**src/rtl/rv32i_pkg.sv**
```systemverilog
// Shared encodings for the RV32I ALU issue sequencer: opcodes, funct fields,
// FSM state codes and the I-type immediate helper.
package rv32i_pkg;

   localparam logic [6:0] OPC_OP    = 7'b0110011;
   localparam logic [6:0] OPC_OPIMM = 7'b0010011;

   localparam logic [2:0] F3_ADD  = 3'b000;
   localparam logic [2:0] F3_SLL  = 3'b001;
   localparam logic [2:0] F3_SLT  = 3'b010;
   localparam logic [2:0] F3_SLTU = 3'b011;
   localparam logic [2:0] F3_XOR  = 3'b100;
   localparam logic [2:0] F3_SR   = 3'b101;
   localparam logic [2:0] F3_OR   = 3'b110;
   localparam logic [2:0] F3_AND  = 3'b111;

   localparam logic [6:0] F7_BASE = 7'b0000000;
   localparam logic [6:0] F7_ALT  = 7'b0100000;

   localparam logic [1:0] ST_IDLE = 2'd0;
   localparam logic [1:0] ST_READ = 2'd1;
   localparam logic [1:0] ST_EXEC = 2'd2;
   localparam logic [1:0] ST_WB   = 2'd3;

   function automatic logic [31:0] immI(input logic [31:0] instrWord);
      return {{20{instrWord[31]}}, instrWord[31:20]};
   endfunction

endpackage

```
**src/rtl/rv32i_alu_sequencer_if.sv**
```systemverilog
// Issue-side bus of the sequencer: instruction handshake, ALU drive/return and writeback.
interface rv32i_alu_sequencer_if;

   logic        instr_valid;
   logic        instr_ready;
   logic [31:0] instr;
   logic [31:0] alu_op_a;
   logic [31:0] alu_op_b;
   logic [2:0]  alu_funct3;
   logic        alu_op_sign;
   logic [31:0] alu_result;
   logic        alu_zero;
   logic        alu_negative;
   logic        alu_overflow;
   logic        wb_valid;
   logic [4:0]  wb_rd;
   logic [31:0] wb_data;
   logic [2:0]  wb_flags;
   logic        illegal;

   modport slave (
      input  instr_valid, instr, alu_result, alu_zero, alu_negative, alu_overflow,
      output instr_ready, alu_op_a, alu_op_b, alu_funct3, alu_op_sign,
             wb_valid, wb_rd, wb_data, wb_flags, illegal
   );

   modport master (
      output instr_valid, instr, alu_result, alu_zero, alu_negative, alu_overflow,
      input  instr_ready, alu_op_a, alu_op_b, alu_funct3, alu_op_sign,
             wb_valid, wb_rd, wb_data, wb_flags, illegal
   );

endinterface

```
**src/rtl/rv32i_regfile.sv**
```systemverilog
// 32-entry register file: two async operand reads, one async debug read,
// one synchronous write; x0 always reads zero and is never written.
module rv32i_regfile #(
   parameter int XLEN  = 32,
   parameter int NREGS = 32,
   parameter int AW    = $clog2(NREGS)
) (
   input  logic            clk,
   input  logic            reset,
   input  logic [AW-1:0]   i_rs1Addr,
   output logic [XLEN-1:0] o_rs1Data,
   input  logic [AW-1:0]   i_rs2Addr,
   output logic [XLEN-1:0] o_rs2Data,
   input  logic [AW-1:0]   i_dbgAddr,
   output logic [XLEN-1:0] o_dbgData,
   input  logic            i_wrEn,
   input  logic [AW-1:0]   i_wrAddr,
   input  logic [XLEN-1:0] i_wrData
);

   logic [XLEN-1:0] r_regs [NREGS];

   always_ff @(posedge clk) begin
      if (reset) begin
         for (int i = 0; i < NREGS; i++) begin
            r_regs[i] <= '0;
         end
      end else if (i_wrEn && (i_wrAddr != '0)) begin
         r_regs[i_wrAddr] <= i_wrData;
      end
   end

   assign o_rs1Data = (i_rs1Addr == '0) ? '0 : r_regs[i_rs1Addr];
   assign o_rs2Data = (i_rs2Addr == '0) ? '0 : r_regs[i_rs2Addr];
   assign o_dbgData = (i_dbgAddr == '0) ? '0 : r_regs[i_dbgAddr];

endmodule

```
**src/rtl/rv32i_alu_sequencer.sv**
```systemverilog
// Multi-cycle issue sequencer for the combinational RV32I ALU:
// IDLE -> READ (decode, operand fetch) -> EXEC (ALU settles) -> WB (register write).
module rv32i_alu_sequencer
   import rv32i_pkg::*;
#(
   parameter int XLEN  = 32,
   parameter int NREGS = 32
) (
   input  logic                  clk,
   input  logic                  reset,
   rv32i_alu_sequencer_if.slave  bus,
   input  logic [4:0]            dbg_addr,
   output logic [XLEN-1:0]       dbg_data
);

   logic [1:0]      r_state;
   logic [31:0]     r_instr;
   logic [XLEN-1:0] r_opA;
   logic [XLEN-1:0] r_opB;
   logic [2:0]      r_funct3;
   logic            r_opSign;
   logic            r_wbValid;
   logic [4:0]      r_wbRd;
   logic [XLEN-1:0] r_wbData;
   logic [2:0]      r_wbFlags;
   logic            r_illegal;

   logic [6:0]      w_opcode;
   logic [2:0]      w_funct3;
   logic [6:0]      w_funct7;
   logic [4:0]      w_rs1;
   logic [4:0]      w_rs2;
   logic [4:0]      w_rd;
   logic [XLEN-1:0] w_rs1Data;
   logic [XLEN-1:0] w_rs2Data;
   logic            w_legal;
   logic            w_sign;

   assign w_opcode = r_instr[6:0];
   assign w_rd     = r_instr[11:7];
   assign w_funct3 = r_instr[14:12];
   assign w_rs1    = r_instr[19:15];
   assign w_rs2    = r_instr[24:20];
   assign w_funct7 = r_instr[31:25];

   rv32i_regfile #(
      .XLEN  (XLEN),
      .NREGS (NREGS),
      .AW    (5)
   ) u_regfile (
      .clk       (clk),
      .reset     (reset),
      .i_rs1Addr (w_rs1),
      .o_rs1Data (w_rs1Data),
      .i_rs2Addr (w_rs2),
      .o_rs2Data (w_rs2Data),
      .i_dbgAddr (dbg_addr),
      .o_dbgData (dbg_data),
      .i_wrEn    (r_state == ST_WB),
      .i_wrAddr  (r_wbRd),
      .i_wrData  (r_wbData)
   );

   // Legality and SUB/SRA select; OP-IMM shifts reuse funct7 bits of the immediate.
   always_comb begin
      w_legal = 1'b0;
      w_sign  = 1'b0;
      case (w_opcode)
         OPC_OP: begin
            if (w_funct7 == F7_BASE) begin
               w_legal = 1'b1;
            end else if ((w_funct7 == F7_ALT) && ((w_funct3 == F3_ADD) || (w_funct3 == F3_SR))) begin
               w_legal = 1'b1;
               w_sign  = 1'b1;
            end
         end
         OPC_OPIMM: begin
            case (w_funct3)
               F3_SLL:  w_legal = (w_funct7 == F7_BASE);
               F3_SR: begin
                  w_legal = (w_funct7 == F7_BASE) || (w_funct7 == F7_ALT);
                  w_sign  = r_instr[30];
               end
               default: w_legal = 1'b1;
            endcase
         end
         default: begin
            w_legal = 1'b0;
            w_sign  = 1'b0;
         end
      endcase
   end

   always_ff @(posedge clk) begin
      if (reset) begin
         r_state   <= ST_IDLE;
         r_instr   <= '0;
         r_opA     <= '0;
         r_opB     <= '0;
         r_funct3  <= '0;
         r_opSign  <= 1'b0;
         r_wbValid <= 1'b0;
         r_wbRd    <= '0;
         r_wbData  <= '0;
         r_wbFlags <= '0;
         r_illegal <= 1'b0;
      end else begin
         r_wbValid <= 1'b0;
         r_illegal <= 1'b0;
         case (r_state)
            ST_IDLE: begin
               if (bus.instr_valid) begin
                  r_instr <= bus.instr;
                  r_state <= ST_READ;
               end
            end
            ST_READ: begin
               if (w_legal) begin
                  r_opA    <= w_rs1Data;
                  r_opB    <= (w_opcode == OPC_OP) ? w_rs2Data : immI(r_instr);
                  r_funct3 <= w_funct3;
                  r_opSign <= w_sign;
                  r_state  <= ST_EXEC;
               end else begin
                  r_illegal <= 1'b1;
                  r_state   <= ST_IDLE;
               end
            end
            ST_EXEC: begin
               r_wbData  <= bus.alu_result;
               r_wbFlags <= {bus.alu_zero, bus.alu_negative, bus.alu_overflow};
               r_wbRd    <= w_rd;
               r_wbValid <= 1'b1;
               r_state   <= ST_WB;
            end
            default: r_state <= ST_IDLE;
         endcase
      end
   end

   assign bus.instr_ready = (r_state == ST_IDLE);
   assign bus.alu_op_a    = r_opA;
   assign bus.alu_op_b    = r_opB;
   assign bus.alu_funct3  = r_funct3;
   assign bus.alu_op_sign = r_opSign;
   assign bus.wb_valid    = r_wbValid;
   assign bus.wb_rd       = r_wbRd;
   assign bus.wb_data     = r_wbData;
   assign bus.wb_flags    = r_wbFlags;
   assign bus.illegal     = r_illegal;

endmodule

```
**src/flat_wrapper.sv**
```systemverilog
// flat-port wrapper written by rule: the top's interface ports become plain ports
module rv32i_alu_sequencer_flat import rv32i_pkg::*;
#(
   parameter int XLEN  = 32,
   parameter int NREGS = 32
)
  (clk, reset, dbg_addr, dbg_data, bus_instr_valid, bus_instr, bus_alu_result, bus_alu_zero, bus_alu_negative, bus_alu_overflow, bus_instr_ready, bus_alu_op_a, bus_alu_op_b, bus_alu_funct3, bus_alu_op_sign, bus_wb_valid, bus_wb_rd, bus_wb_data, bus_wb_flags, bus_illegal);
  rv32i_alu_sequencer_if bus_i ();
  input  logic clk;
  input  logic reset;
  input  logic [4:0] dbg_addr;
  output logic [XLEN-1:0] dbg_data;
  input wire logic [$bits(bus_i.instr_valid)-1:0] bus_instr_valid;
  input wire logic [$bits(bus_i.instr)-1:0] bus_instr;
  input wire logic [$bits(bus_i.alu_result)-1:0] bus_alu_result;
  input wire logic [$bits(bus_i.alu_zero)-1:0] bus_alu_zero;
  input wire logic [$bits(bus_i.alu_negative)-1:0] bus_alu_negative;
  input wire logic [$bits(bus_i.alu_overflow)-1:0] bus_alu_overflow;
  output wire logic [$bits(bus_i.instr_ready)-1:0] bus_instr_ready;
  output wire logic [$bits(bus_i.alu_op_a)-1:0] bus_alu_op_a;
  output wire logic [$bits(bus_i.alu_op_b)-1:0] bus_alu_op_b;
  output wire logic [$bits(bus_i.alu_funct3)-1:0] bus_alu_funct3;
  output wire logic [$bits(bus_i.alu_op_sign)-1:0] bus_alu_op_sign;
  output wire logic [$bits(bus_i.wb_valid)-1:0] bus_wb_valid;
  output wire logic [$bits(bus_i.wb_rd)-1:0] bus_wb_rd;
  output wire logic [$bits(bus_i.wb_data)-1:0] bus_wb_data;
  output wire logic [$bits(bus_i.wb_flags)-1:0] bus_wb_flags;
  output wire logic [$bits(bus_i.illegal)-1:0] bus_illegal;
  assign bus_i.instr_valid = bus_instr_valid;
  assign bus_i.instr = bus_instr;
  assign bus_i.alu_result = bus_alu_result;
  assign bus_i.alu_zero = bus_alu_zero;
  assign bus_i.alu_negative = bus_alu_negative;
  assign bus_i.alu_overflow = bus_alu_overflow;
  assign bus_instr_ready = bus_i.instr_ready;
  assign bus_alu_op_a = bus_i.alu_op_a;
  assign bus_alu_op_b = bus_i.alu_op_b;
  assign bus_alu_funct3 = bus_i.alu_funct3;
  assign bus_alu_op_sign = bus_i.alu_op_sign;
  assign bus_wb_valid = bus_i.wb_valid;
  assign bus_wb_rd = bus_i.wb_rd;
  assign bus_wb_data = bus_i.wb_data;
  assign bus_wb_flags = bus_i.wb_flags;
  assign bus_illegal = bus_i.illegal;
  rv32i_alu_sequencer #(.XLEN(XLEN), .NREGS(NREGS)) u_core (.clk(clk), .reset(reset), .bus(bus_i), .dbg_addr(dbg_addr), .dbg_data(dbg_data));
endmodule
```
**config.mk**
```make
export PLATFORM = sky130hd
export DESIGN_NAME = rv32i_alu_sequencer_flat
export DESIGN_NICKNAME = d
export VERILOG_FILES = /design/src/rtl/rv32i_pkg.sv /design/src/rtl/rv32i_alu_sequencer_if.sv /design/src/rtl/rv32i_regfile.sv /design/src/rtl/rv32i_alu_sequencer.sv /design/src/flat_wrapper.sv
export SDC_FILE = /design/constraint.sdc
export NUM_CORES = 2
export LEC_CHECK = 0
export ABC_AREA = 1
export CAP_MARGIN = 20
export CELL_PAD_IN_SITES_DETAIL_PLACEMENT = 1
export CELL_PAD_IN_SITES_GLOBAL_PLACEMENT = 1
export CORE_UTILIZATION = 25
export DETAILED_ROUTE_END_ITERATION = 12
export PLACE_DENSITY_LB_ADDON = 0.1
export REMOVE_ABC_BUFFERS = 1
export SETUP_SLACK_MARGIN = 0.15
export SLEW_MARGIN = 15
export SYNTH_ARGS = -nofsm -noshare
export SYNTH_HDL_FRONTEND = slang
export SYNTH_HIERARCHICAL = 1
export SYNTH_SLANG_ARGS = --single-unit
```
**constraint.sdc**
```tcl
create_clock -name clk -period 4.1 [get_ports clk]
set_input_delay 0.82 -clock clk [delete_from_list [all_inputs] [get_ports clk]]
set_output_delay 0.82 -clock clk [all_outputs]
set_load 0.005 [all_outputs]
```
---- Yosys cells after proc, flatten, opt, wreduce, memory -nomap -nowiden ----
Memory sizes are Yosys's and may differ from the RTL's. A register that Yosys moved wholly into a read port is not among the register bits.
Cells that the tools add are included.
word-level totals
  bits in registers ....................... 144
  RAM bits ................................ 1024
  input bits .............................. 75
  output and inout port bits .............. 143
  logic and storage cells ................. 65
  memories kept ........................... 1
memories
  name                     words  width  read ports  clocked after Yosys merged registers in  write ports  line                 RTL
  u_core.u_regfile.r_regs  32     32     3           2                                        32           rv32i_regfile.sv:21  logic [XLEN-1:0] r_regs [NREGS];
operators by class
  equal/unequal tests ..................... 9
  mux-type cells .......................... 28
  bitwise operators ....................... 1
  reduce and logical (&&, ||, !) cells .... 15
operators by type and width
  kind                                                  number
  2-to-1 mux 32 bit                                     5
  OR reduction 32 bit                                   1
  2-to-1 mux 5 bit                                      5
  logical NOT 5 bit                                     3
  equality test 7 x 6 -> 1 bit (second input constant)  2
  2-to-1 mux 1 bit                                      12
  equality test 7 x 5 -> 1 bit (second input constant)  1
  logical NOT 7 bit                                     1
  one-hot mux 1 bit (2 select lines)                    3
  one-hot mux 2 bit (3 select lines)                    1
  nonzero test 5 bit                                    1
  equality test 2 bit (second input constant)           2
  2-to-1 mux 2 bit                                      2
  AND reduction 2 bit                                   2
  equality test 3 x 1 -> 1 bit (second input constant)  1
  equality test 3 bit (second input constant)           1
  logical NOT 3 bit                                     1
  equality test 2 x 1 -> 1 bit (second input constant)  1
  logical AND 1 bit                                     2
  logical NOT 2 bit                                     1
  logical OR 1 bit                                      2
  != test 2 bit (second input constant)                 1
  OR reduction 2 bit                                    1
  inverter 1 bit                                        1

---- Depth between registers and ports, before layout ----
  depth in word-level cells ............... 8
  depth in mapped cells ................... 17
  depth with buffers taken out ............ 15

---- By module ----
Netlist, hierarchy kept.
modules (own cells, without submodules)
  module               instances  cells each  area an instance (um^2)  sequential area each (um^2)
  rv32i_regfile        1          9663        66889.2                  30749.5
  rv32i_alu_sequencer  1          890         6157.2                   2882.8

---- Worst setup path after synthesis ----
No wires, ideal clock.
  path kind ............................... input-to-output
  start point ............................. input port dbg_addr[0]
  end point ............................... output port dbg_data[0]
  data arrival time ....................... 2002 ps
  data required time ...................... 3280 ps
  slack ................................... 1278 ps
  stages .................................. 14
  buffers on the path ..................... 5
  cell sequence ........................... buf_4 -> inv_2 -> buf_6 -> buf_6 -> buf_6 -> buf_4 -> nand2_1 -> nand2_1 -> nand2_1 -> nand3_1 -> nand3_1 -> nand2_1 -> nand2_1 -> nor2_1
on the way
  word-level cells in the longest chain between the ends .. 2
  elaborated cells on any way between the ends .. 3
  classes of those cells .................. mux: 1; reduce/logical: 1; memory: 1
ends and longest elaborated chain
  what                                                                   line                 RTL
  from (decl)                                                            flat_wrapper.sv:11   input logic [4:0] dbg_addr;
  memory read (32 x 32 bit) / logical NOT 5 bit (equally long branches)  n/a
  2-to-1 mux 32 bit *                                                    rv32i_regfile.sv:35  assign o_dbgData = (i_dbgAddr == '0) ? '0 : r_regs[i_dbgAddr];
  to (decl)                                                              flat_wrapper.sv:12   output logic [XLEN-1:0] dbg_data;
Mark *: on every way between the ends. The rest lies on a longest branch, timed or not.

---- Final worst setup path ----
  start point ............................. input port dbg_addr[0]
  end point ............................... output port dbg_data[6]
The elaborated chain is that of the path after synthesis.

==> results.md <==
- Proportion of synthesized area in mux cells: 0%
- Routed len/inst: 31.9 um
- Starting Density: 25.1%
- FF+latch count, synth: 1168
- Post-Syn Area: 0.0730 sq mm
- Min cycle time layout: 3.95 ns
- DR pass1 iterations: 6
- Worst Setup SP: dbg_addr[0]
- Main combinational cell family by area after synthesis: simple AND/OR/NAND/NOR gates
- Core ar.: 0.291 sq mm
- Crit-path max FO: 31
- Synth cell count leaders: nand2_1 (3472), nor2_1 (2070), nand3_1 (1729)
- Cts bufs inserted: 163
- Via count: 79486
- # IOs: 218
- Adder-Cell Fraction of Synth Area: 0%
- First-pass GRT wire length: 636 mm
- Total GRT Usage: 30.6%
- Clock Sinks: 1168
- DRC: 0
- Clk_skew: 0.0604 ns
- Hold path depth: 2
- Final Wtd Congestion: 0.863
- Number of enable flip-flop cells after synthesis: 1024
- FF-to-FF path depth: 11
- H-Tree Depth: 4
- Most frequent cell after synthesis: nand2_1
- Largest net degree at the start of global routing: 134
- Fin nets: 10611
- Port Buf Inserts: 217
- Initial antenna violation count: 27
- Skew-Pair Late Insertion Delay: 0.88 ns
- Req. time, crit path: 3.28 ns
- Startpoint Class: input port
- CTS tree: yes
- Initial detailed-routing violation count: 8930
- Kind of critical path: input port to primary output
- Synthesis warning total: 6
- Worst-Margin Slew: 1.20 ns
- Syn-to-layout area delta: 20.0%
- Pre-CTS WS: -0.171 ns
- Setup crit end kind: primary output
- Synth area leaders: edfxtp_1 (42%), nand2_1 (18%), nand3_1 (12%)
- Post-synthesis xor/xnor area fraction: 0%
- Die area: 0.294 sq mm
- DR vias/cell: 5.45
- Synth Area in Compound Gates: 6.39%
- Max Cap Violations: 0
- RSZ-0062 raised after global routing: yes
- Maximum VDD drop: 0.000309 V
- Placed inst area: 0.0819 sq mm
- Hold Path Origin: u_core/r_instr[27]
- Post-Synth Simple-Gate Area: 40.5%
- HPWL after DPL: 277 mm
- Leak pwr: 34.2 nW
- Fin area: 0.0877 sq mm
- Post-CTS Hold Buffers: 0
- CTS Buffer Depth: 4
- R2R Path Start: u_core/bus.wb_rd[2]
- WL final: 465 mm
- Final setup vio count: 0
- Syn avg cell area: 6.92 sq um
- Clock slew at reported path FFs: 0.06 ns
- Final WS setup: 0.149 ns
- Prevailing post-synth register cell: edfxtp_1
- Pwr/cell area: 406 mW/mm^2
- Area share of the largest cell type after synthesis: 42.1%
- CTS Root Cell: clkbuf_16
- Total Power: 35.6 mW
- Hold Path Class: register to register
- Asr flop ratio synth: 0%
- FP Rows: 198
- Fraction of layout cells with a size suffix above 1: 8.09%
- Synth area leader: edfxtp_1
- Data arrival time of the worst path: 3.13 ns
- Maximum clock rate: 253 MHz
- Hold Fails Final Rpt: 0
- Chip height: 543 um
- Sequential area share after synthesis: 46.0%
- Period utilization: 96.4%
- Status: finished clean
- Synth cell types: 25
- Post-DRT Antenna Nets: 0
- Hold Slack: 0.470 ns
- Finished Core Util: 30.1%
- Final count of pins violating max slew: 0
- Vias in the first global route: 78800
- Relative slew slack: 20.1%
- Die width: 543 um
- GRT overflow: 0
- Cells after synthesis: 10553
==> through the flow <==
| stage | TNS (ns) | std cells |
|---|---|---|
| floorplan | -1361.74 | 9669 |
| global placement | -0.397 | 14254 |
| detailed placement | -0.320 | 14257 |
| CTS | 0 | 14555 |
| global route | 0 | 14571 |
| finish | 0 | 14574 |
==> worst max-delay path: stages <==
cell,delay (ns)
buf_16,0.20
buf_16,0.21
buf_12,0.16
buf_12,0.21
nor2_1,0.08
nor2_1,0.09
o21ai_0,0.09
nand2_1,0.07
nand2_1,0.05
nand3_1,0.13
nor2_1,0.14
nor2_2,0.26
clkdlybuf4s50_1,0.55
==> cells by family (layout without fill, tap and decap cells) <==
group | Yosys count | count (layout)
AO/OA/AOI/OAI | 910 | 910
buffers and inverters | 1186 | 1270
AND/OR/NAND/NOR | 7288 | 7288
flip-flops | 1168 | 1168
other | 1 | 38
==> layer usage <==
layer / GRT usage (%) / vias up / part of all wire, %
met5: 0 / - / 0.0047
met4: 12.8 / 4 / 4.7
met3: 3.93 / 805 / 7.1
met2: 49.1 / 3614 / 45
met1: 41.1 / 40654 / 43
li1: - / 34409 / -
==> worst paths after layout <==
kind / endpoint / slack (ns)
worst max-delay path: dbg_data[6] / 0.15
worst max register to register: u_core/u_regfile/r_regs[20][20] / 0.71
worst min-delay path: u_core/r_instr[27] / 0.47
worst min register to register: u_core/r_instr[27] / 0.47
==> registers in the layout (all words and copies together) (netlist names), 2 cells and up <==
| register | count |
|---|---|
| u_core/bus.wb_data | 32 |
| u_core/u_regfile/r_regs | 1024 |
| u_core/bus.wb_flags | 3 |
| u_core/bus.alu_op_b | 32 |
| u_core/r_state | 2 |
| u_core/bus.alu_op_a | 32 |
| u_core/bus.alu_funct3 | 3 |
| u_core/r_instr | 32 |
| u_core/bus.wb_rd | 5 |
==> layout by cell type (no fill, tap or decap), types with 6 or more instances in the layout <==
| master | instances |
|---|---|
| a21oi_1 | 303 |
| clkbuf_16 | 177 |
| diode_2 | 6 |
| conb_1 | 32 |
| o21ai_0 | 532 |
| buf_16 | 13 |
| nor2_2 | 16 |
| clkinv_2 | 28 |
| nand2_2 | 65 |
| nor2_1 | 2048 |
| inv_2 | 9 |
| bufinv_16 | 13 |
| a21oi_2 | 10 |
| edfxtp_1 | 1024 |
| clkinv_1 | 20 |
| clkbuf_8 | 14 |
| inv_8 | 7 |
| clkinvlp_4 | 9 |
| inv_1 | 245 |
| buf_4 | 318 |
| nand2_1 | 3407 |
| o211ai_1 | 29 |
| clkdlybuf4s50_1 | 211 |
| nor3_1 | 11 |
| nor2_4 | 8 |
| buf_12 | 149 |
| nand3_1 | 1727 |
| dfxtp_4 | 8 |
| clkbuf_1 | 43 |
| dfxtp_1 | 134 |
| o21ai_1 | 36 |
==> what timing repair did <==
| item | 4_1_cts | 5_1_grt |
|---|---|---|
| buffers inserted | 0 | 6 |
| endpoints found under the setup margin | 14 | 16 |
| pin swaps | 0 | 2 |
| gates cloned | 1 | 6 |
| gates resized for setup | 11 | 28 |
==> cell type report <==
type	count	area (sq um)
Clock buffer	228	4630
Clock inverter	69	694
Inverter	271	1110
Antenna cell	6	15.0
Fill cell	35437	203000
Tap cell	3900	4880
Timing Repair Buffer	702	8070
Sequential cell	1168	33700
Multi-Input combinational cell	8230	34600
==> power breakdown <==
| group | switching [mW] | leakage (nW) | internal, mW |
|---|---|---|---|
| Combinational | 5.15 | 19.9 | 1.94 |
| Sequential | 0.391 | 11.7 | 13.3 |
| Clock | 6.14 | 2.60 | 8.69 |
| Total | 11.7 | 34.2 | 23.9 |
Power figures use the tool's default switching activity.
